## src/rtl/vga_timing_pkg.sv

```systemverilog
// ---------------------------------------------------------------------------
// vga_timing_pkg
// Shared VGA timing definitions. It holds the horizontal state encoding, the
// default 640x480@60 horizontal and vertical timing constants, and a helper
// that gives the cyclic successor of a horizontal state.
// ---------------------------------------------------------------------------
package vga_timing_pkg;

  // Horizontal state encoding. The line order is FRONT_PORCH -> SYNC_PULSE
  // -> BACK_PORCH -> ACTIVE_VIDEO -> FRONT_PORCH.
  localparam logic [1:0] FRONT_PORCH  = 2'd0;
  localparam logic [1:0] SYNC_PULSE   = 2'd1;
  localparam logic [1:0] BACK_PORCH   = 2'd2;
  localparam logic [1:0] ACTIVE_VIDEO = 2'd3;

  // Width of the in-state pixel counter. Every segment length is 1..1024.
  localparam int H_COUNT_W = 10;

  // Default horizontal timing, in pixel ticks.
  localparam int H_ACTIVE_DEFAULT = 640;
  localparam int H_FRONT_DEFAULT  = 16;
  localparam int H_SYNC_DEFAULT   = 96;
  localparam int H_BACK_DEFAULT   = 48;

  // Default vertical timing, in lines. The vertical stage uses these.
  localparam int V_ACTIVE_DEFAULT = 480;
  localparam int V_FRONT_DEFAULT  = 10;
  localparam int V_SYNC_DEFAULT   = 2;
  localparam int V_BACK_DEFAULT   = 33;

  // Number of system clocks per pixel tick.
  localparam int PIX_DIV_DEFAULT  = 4;

  // Returns the next state in the line sequence.
  function automatic logic [1:0] next_h_state(input logic [1:0] state);
    logic [1:0] next;
    case (state)
      FRONT_PORCH: next = SYNC_PULSE;
      SYNC_PULSE:  next = BACK_PORCH;
      BACK_PORCH:  next = ACTIVE_VIDEO;
      default:     next = FRONT_PORCH;
    endcase
    return next;
  endfunction

endpackage

```

## src/rtl/pixel_clock_divider.sv

```systemverilog
// ---------------------------------------------------------------------------
// pixel_clock_divider
// Generates the pixel-enable strobe. A counter runs 0..PIX_DIV-1 and wraps.
// The tick output is high while the counter holds PIX_DIV-1, so it is a
// one-clock strobe every PIX_DIV clocks. With PIX_DIV=1 the tick stays high.
//
// Ports
//   clk    in  system clock, rising edge
//   rst_n  in  asynchronous active-low reset (counter -> 0)
//   clear  in  synchronous restart (counter -> 0 at the next edge)
//   tick   out pixel-enable strobe, combinational from the counter
// ---------------------------------------------------------------------------
module pixel_clock_divider #(
  parameter int PIX_DIV = 4
) (
  input  logic clk,
  input  logic rst_n,
  input  logic clear,
  output logic tick
);

  // Keep at least one bit so the PIX_DIV=1 build still has a legal vector.
  localparam int CNT_W = (PIX_DIV > 1) ? $clog2(PIX_DIV) : 1;
  localparam logic [CNT_W-1:0] CNT_LAST = CNT_W'(PIX_DIV - 1);
  localparam logic [CNT_W-1:0] CNT_ONE  = CNT_W'(1);

  logic [CNT_W-1:0] count;

  // NOTE: sequential state uses non-blocking assignments so that every
  // register samples its inputs from before the edge.
  always_ff @(posedge clk or negedge rst_n) begin
    if (!rst_n) begin
      count <= '0;
    end else if (clear || count == CNT_LAST) begin
      count <= '0;
    end else begin
      count <= count + CNT_ONE;
    end
  end

  // With PIX_DIV=1 the counter is held at 0 == CNT_LAST, so the tick is constant.
  assign tick = (count == CNT_LAST);

endmodule

```

## src/rtl/horizontal_state_machine.sv

```systemverilog
// ---------------------------------------------------------------------------
// horizontal_state_machine
// Horizontal timing generator for a VGA raster. It steps through FRONT_PORCH,
// SYNC_PULSE, BACK_PORCH and ACTIVE_VIDEO once per pixel tick. It counts
// pixels within each state and signals the end of each line to the vertical
// stage. A line starts at ACTIVE_VIDEO, so the line ends on the last
// back-porch tick.
//
// Ports
//   clk_i                      in  system clock, rising edge
//   rst_n_i                    in  asynchronous active-low reset
//   sync_rst_i                 in  synchronous restart to start of active video
//   pixel_tick_o               out one-clock pixel-enable strobe
//   h_count_o[9:0]             out in-state pixel counter (pixel x when active)
//   horizontal_active_video_o  out high during ACTIVE_VIDEO
//   sync_pulse_o               out horizontal sync, active low
//   line_end_o                 out one-clock pulse on the last tick of a line
// ---------------------------------------------------------------------------
module horizontal_state_machine
  import vga_timing_pkg::*;
#(
  parameter int H_ACTIVE = H_ACTIVE_DEFAULT,
  parameter int H_FRONT  = H_FRONT_DEFAULT,
  parameter int H_SYNC   = H_SYNC_DEFAULT,
  parameter int H_BACK   = H_BACK_DEFAULT,
  parameter int PIX_DIV  = PIX_DIV_DEFAULT
) (
  input  logic                 clk_i,
  input  logic                 rst_n_i,
  input  logic                 sync_rst_i,
  output logic                 pixel_tick_o,
  output logic [H_COUNT_W-1:0] h_count_o,
  output logic                 horizontal_active_video_o,
  output logic                 sync_pulse_o,
  output logic                 line_end_o
);

  // Last in-state count of each segment. Every length is 1..1024, so the
  // value fits in the 10-bit counter.
  localparam logic [H_COUNT_W-1:0] FRONT_LAST  = H_COUNT_W'(H_FRONT - 1);
  localparam logic [H_COUNT_W-1:0] SYNC_LAST   = H_COUNT_W'(H_SYNC - 1);
  localparam logic [H_COUNT_W-1:0] BACK_LAST   = H_COUNT_W'(H_BACK - 1);
  localparam logic [H_COUNT_W-1:0] ACTIVE_LAST = H_COUNT_W'(H_ACTIVE - 1);
  localparam logic [H_COUNT_W-1:0] COUNT_ONE   = H_COUNT_W'(1);

  logic [1:0]           state;
  logic [H_COUNT_W-1:0] h_count;
  logic [H_COUNT_W-1:0] last_count;
  logic                 pixel_tick;
  logic                 at_last;

  // A restart from the vertical stage also realigns the pixel divider, so the
  // first tick after a restart comes a full PIX_DIV clocks later.
  pixel_clock_divider #(
    .PIX_DIV (PIX_DIV)
  ) u_pixel_clock_divider (
    .clk   (clk_i),
    .rst_n (rst_n_i),
    .clear (sync_rst_i),
    .tick  (pixel_tick)
  );

  // NOTE: assign a default first so no path through the case leaves
  // last_count unassigned and infers a latch.
  always_comb begin
    last_count = ACTIVE_LAST;
    case (state)
      FRONT_PORCH: last_count = FRONT_LAST;
      SYNC_PULSE:  last_count = SYNC_LAST;
      BACK_PORCH:  last_count = BACK_LAST;
      default:     last_count = ACTIVE_LAST;
    endcase
  end

  assign at_last = (h_count == last_count);

  // The restart has priority over the tick. The counter and the state
  // otherwise move only on a tick.
  always_ff @(posedge clk_i or negedge rst_n_i) begin
    if (!rst_n_i) begin
      state   <= FRONT_PORCH;
      h_count <= '0;
    end else if (sync_rst_i) begin
      state   <= ACTIVE_VIDEO;
      h_count <= '0;
    end else if (pixel_tick) begin
      if (at_last) begin
        state   <= next_h_state(state);
        h_count <= '0;
      end else begin
        h_count <= h_count + COUNT_ONE;
      end
    end
  end

  assign pixel_tick_o              = pixel_tick;
  assign h_count_o                 = h_count;
  assign horizontal_active_video_o = (state == ACTIVE_VIDEO);
  assign sync_pulse_o              = (state != SYNC_PULSE);

  // Mealy strobe. It depends only on the current state and the tick, so a
  // coincident sync_rst_i neither suppresses nor creates it.
  assign line_end_o = pixel_tick && (state == BACK_PORCH) && (h_count == BACK_LAST);

endmodule

```

## config.mk

```make
export PLATFORM = sky130hd
export DESIGN_NAME = horizontal_state_machine
export DESIGN_NICKNAME = d
export VERILOG_FILES = /design/src/rtl/vga_timing_pkg.sv /design/src/rtl/pixel_clock_divider.sv /design/src/rtl/horizontal_state_machine.sv
export SDC_FILE = /design/constraint.sdc
export NUM_CORES = 1
export LEC_CHECK = 0
export ABC_AREA = 1
export CAP_MARGIN = 20
export CORE_UTILIZATION = 50
export CTS_CLUSTER_DIAMETER = 30
export DETAILED_ROUTE_END_ITERATION = 10
export HOLD_SLACK_MARGIN = 0.03
export PLACE_DENSITY = 0.77
export SLEW_MARGIN = 10
export SYNTH_ARGS = -nofsm -noshare
export SYNTH_HDL_FRONTEND = slang
export SYNTH_HIERARCHICAL = 1
export SYNTH_SLANG_ARGS = --single-unit
```

## constraint.sdc

```tcl
create_clock -name clk_i -period 2.31 [get_ports clk_i]
set_input_delay 0.231 -clock clk_i [delete_from_list [all_inputs] [get_ports clk_i]]
set_output_delay 0.231 -clock clk_i [all_outputs]
set_load 0.02 [all_outputs]
```

* Word-level counts from Yosys, hierarchy flattened *
Index checks and enable logic that the tools add are counted.

storage, ports and cells
  latch bits = 0
  memories kept = 0
  logic and storage cells = 28
  ROM bits = 0
  RAM bits = 0
  output and inout port bits = 14
  register bits after elaboration = 14

cells by class
  shift operators = 0
  equality and inequality tests = 7
  bitwise operators = 0
  add/subtract/negate cells = 2
  multiplexer cells = 9
  divide/modulo/power cells = 0
  $mul = 0
  reductions and logical operators = 7
  $lt $le $gt $ge = 0

operators with widths
  kind                     count
  $mux W10                 3
  $pmux W10 S3             1
  $add A10 B1 Y10 const B  1
  $eq A10 B10 Y1           1
  $eq A10 B6 Y1 const B    1
  $mux W2                  4
  $eq A2 B2 Y1 const B     3
  $pmux W2 S3              1
  $reduce_bool A2 Y1       2
  $add A2 B1 Y2 const B    1
  $eq A2 B1 Y1 const B     1
  $logic_and A1 B1 Y1      2
  $logic_not A2 Y1         1
  $ne A2 B1 Y1 const B     1
  $reduce_and A2 Y1        1
  $logic_or A1 B1 Y1       1

* Longest topological paths before layout *
  word-level depth = 6
  mapped depth = 13
  gate-level depth less buffers = 13

* By module *
The synthesis kept the hierarchy.

modules (own cells, without submodules)
  module                    area an instance (µm²)  instances  cells each
  horizontal_state_machine  827.0                   1          119
  pixel_clock_divider       85.1                    1          9

* Worst setup path after synthesis *
Ideal clock, no wire load.

  path type = reg2out
  from = register h_count[1] (netlist: h_count_o[1])
  to = output line_end_o
  data arrival time = 1.311 ns
  path slack = 0.768 ns
  buffers on the path = 0
  cell stages (with the launch flop) = 4
  cells stage by stage = dfrtp_1 -> ha_1 -> nand3_1 -> nor3_1

on the way
  longest elaborated chain between the ends = 2

RTL lines
  what                      line                             text
  start: declaration        horizontal_state_machine.sv:47   logic [H_COUNT_W-1:0] h_count;
  start signal: assignment  horizontal_state_machine.sv:91   h_count <= h_count + COUNT_ONE;
  $eq A10 B6 Y1             horizontal_state_machine.sv:103  assign line_end_o = pixel_tick && (state == BACK_PORCH) && (h_count == BACK_LAST);
  $logic_and A1 B1 Y1       horizontal_state_machine.sv:103
  end: declaration          horizontal_state_machine.sv:35   output logic line_end_o

No other way between the ends.

* Worst setup path in the final report *
  from = register state[1]
  to = output sync_pulse_o

on the way
  longest elaborated chain between the ends = 1

RTL lines
  what                      line                            text
  start: declaration        horizontal_state_machine.sv:46  logic [1:0] state;
  start signal: assignment  horizontal_state_machine.sv:88  state <= next_h_state(state);
  $ne A2 B1 Y1              horizontal_state_machine.sv:99  assign sync_pulse_o = (state != SYNC_PULSE);
  end: declaration          horizontal_state_machine.sv:34  output logic sync_pulse_o,

No other way between the ends.

==> impl_metrics.env <==
export IMPL_ys_warn_count=6
export IMPL_ys_dominant_reg_cell="dfrtp_1"
export IMPL_post_route_min_period_ns=1.86
export IMPL_max_cap_violations=0
export IMPL_rsz0062_at_grt="false"
export IMPL_area_growth_pct=23.7
export IMPL_worst_pin_slew_ns=0.641
export IMPL_gr_usage_all_layers_pct=20.7
export IMPL_setup_violations=0
export IMPL_start_util_pct=52.8
export IMPL_htree_levels=1
export IMPL_synth_edff_count=0
export IMPL_hold_viol_final=0
export IMPL_netlist_instances=128
export IMPL_async_flop_share_pct=100
export IMPL_power_uw=592
export IMPL_synth_nets=137
export IMPL_gp_congestion=0.848
export IMPL_vias_per_cell=4.67
export IMPL_crit_buf_inv=3
export IMPL_synth_top_area_share_pct=38.4
export IMPL_io_pins=17
export IMPL_dieArea_um2=2000
export IMPL_numClockSinks=14
export IMPL_critPathRequiredTime_ns=2.08
export IMPL_cts_reportedPaths_clkPinSlew_ns=0.08
export IMPL_syn_area_um2=912
export IMPL_status="complete, no violations"
export IMPL_crit_type="register to primary output"
export IMPL_wl_um=1820
export IMPL_fin_setup_tns_ns=0
export IMPL_cts_buffers=3
export IMPL_power_leakage_nw=0.603
export IMPL_yosys_register_bits=14
export IMPL_relSlewSlack_pct=57.1
export IMPL_drv_slew=0
export IMPL_crit_top_cell="inv_1"
export IMPL_grt_pass1_vias=744
export IMPL_fin_crit_sh_pct=80.5
export IMPL_ys_types=20
export IMPL_antenna_found_initial=0
export IMPL_powerDensity_nw_per_um2=525
export IMPL_cp_arrival_ns=1.63
export IMPL_fin_nets=158
export IMPL_ir_drop_uv=585
export IMPL_drt_antenna_violating_nets=0
export IMPL_drive_gt1_share_pct=8.84
export IMPL_grt_pass1_wl_um=3020
export IMPL_dr_pass1_iters=4
export IMPL_crit_path_top_delay_cell="clkdlybuf4s50_1"
export IMPL_die_y_um=44.7
export IMPL_max_stage_delay_ns=0.60
export IMPL_clock_path_buffers=2
export IMPL_yosysTopAreaCell="dfrtp_1"
export IMPL_place_detailed_hpwl_um=1480
export IMPL_synth_area_top_cells="dfrtp_1 (38%), nand2_1 (14%), inv_1 (9.9%)"
export IMPL_critPathMaxFanout=4
export IMPL_drt_iter0_drc=17
export IMPL_ys_seq_area_share_pct=38.4
export IMPL_dieWidth_um=44.7
export IMPL_vias=804
export IMPL_endpoint_kind="primary output"
export IMPL_cts_root_buf="clkbuf_4"
export IMPL_drc_errors=0
export IMPL_wire_per_inst_um=10.6
export IMPL_fmax_ghz=0.538
export IMPL_grt_max_degree=15
export IMPL_port_buffers=16
export IMPL_holdCritPathClass="input port to async pin"
export IMPL_fill_cells=156
export IMPL_rows=15
export IMPL_design_core_area_um2=1730
export IMPL_final_common_cell="nand2_1"
export IMPL_skew_ns=0.00134
export IMPL_clk_latency_ns=0.27
export IMPL_synth_avg_cell_area_um2=7.13
export IMPL_cp_top_family="buffers and inverters"
export IMPL_gr_total_overflow=0
export IMPL_layout_common_cells="nand2_1 (33), inv_1 (24), nor2_1 (15), clkdlybuf4s50_1 (15), dfrtp_1 (14)"
export IMPL_path_cells="inv_1, ha_1, inv_1, clkdlybuf4s50_1"
export IMPL_worstSetupStartpointType="register"
export IMPL_diodes=0
export IMPL_cts_tree="done"
power by group:
part / switching [mW] / leakage [nW] / internal [mW]
Combinational: 0.102 / 0.401 / 0.0739
Clock: 0.0758 / 0.0138 / 0.0604
Sequential: 0.0158 / 0.188 / 0.264
Total: 0.194 / 0.603 / 0.398
kinds of logic (layout without fill, tap and decap cells):
kind of cell             count (synthesis)  after routing  synth area share [%]
AND/OR/NAND/NOR                         71             71                  35.0
flip-flops                              14             14                  38.4
buffers and inverters                   27             46                  11.4
adder cells (fa/ha/maj)                  6              6                  8.23
AO/OA/AOI/OAI                            7              7                  4.11
XOR/XNOR                                 3              3                  2.88
final timing paths:
path,from,to,slack [ns],depth (start not counted)
setup / recovery,state[1],sync_pulse_o,0.45,4
hold / removal,rst_n_i,h_count_o[0],0.35,1
hold reg to reg,u_pixel_clock_divider/count[0],u_pixel_clock_divider/count[0],0.44,1
min in group clk_i,u_pixel_clock_divider/count[0],u_pixel_clock_divider/count[0],0.44,1
setup reg to reg,state[0],h_count_o[6],0.78,10
max in group asynchronous,rst_n_i,h_count_o[4],1.55,1
routing by layer:
layer	track usage, %	part of all wire [%]	up-vias
li1	-	-	433
met1	26.9	49	352
met2	34.7	45	17
met3	4.80	4.4	2
met4	5.45	0.77	0
met5	0	0	-
worst register-to-register path: cells and delay by family (launching register included):
| family | cells | cell delay (ns) |
|---|---|---|
| AOI/OAI and AO/OA | 1 | 0.13 |
| buffers and inverters | 2 | 0.18 |
| DFF | 1 | 0.39 |
| and+or+nand+nor | 6 | 0.49 |
| adders and majority gates | 1 | 0.23 |
state kept, by name, summed over array words and instances, names as in the netlist:
register	flops
u_pixel_clock_divider/count	2
state	2
h_count_o	10
cell usage after synthesis (2+ instances only):
cell type,number
xor2_1,3
nand4_1,4
nand2_1,33
inv_1,24
ha_1,6
nand3_1,10
o21ai_0,3
inv_2,2
dfrtp_1,14
nor2_1,15
nor3_1,2
nor2_2,3
o21ai_1,2
per-stage QoR:
stage,instance area (µm²),hold slack [ns],cells,setup slack [ns],util (%)
5_1_grt,1130,0.386,172,0.373,65.4
2_1_floorplan,912,-0.0646,128,0.768,-
3_3_place_gp,1100,0.417,169,0.524,63.9
3_5_place_dp,1100,0.432,169,0.470,63.9
6_report,1130,0.348,172,0.450,65.4
4_1_cts,1130,0.363,172,0.159,65.2
repair_timing:
action,CTS,global route
resized for setup,0,1
setup buffers,0,0
hold buffers,0,0
endpoints found under the setup margin,0,1
hold endpoints to repair,0,0
cell type report:
class / instances / area (µm²) / area share [%]
inverters: 27 / 104 / 9.20
flip-flops and latches: 14 / 350 / 31.0
well taps: 25 / 31.3 / 2.77
multi-input cells: 87 / 458 / 40.6
repair buffers: 16 / 163 / 14.4
clock buffers: 3 / 22.5 / 2.00
Power figures use the tool's default switching activity.
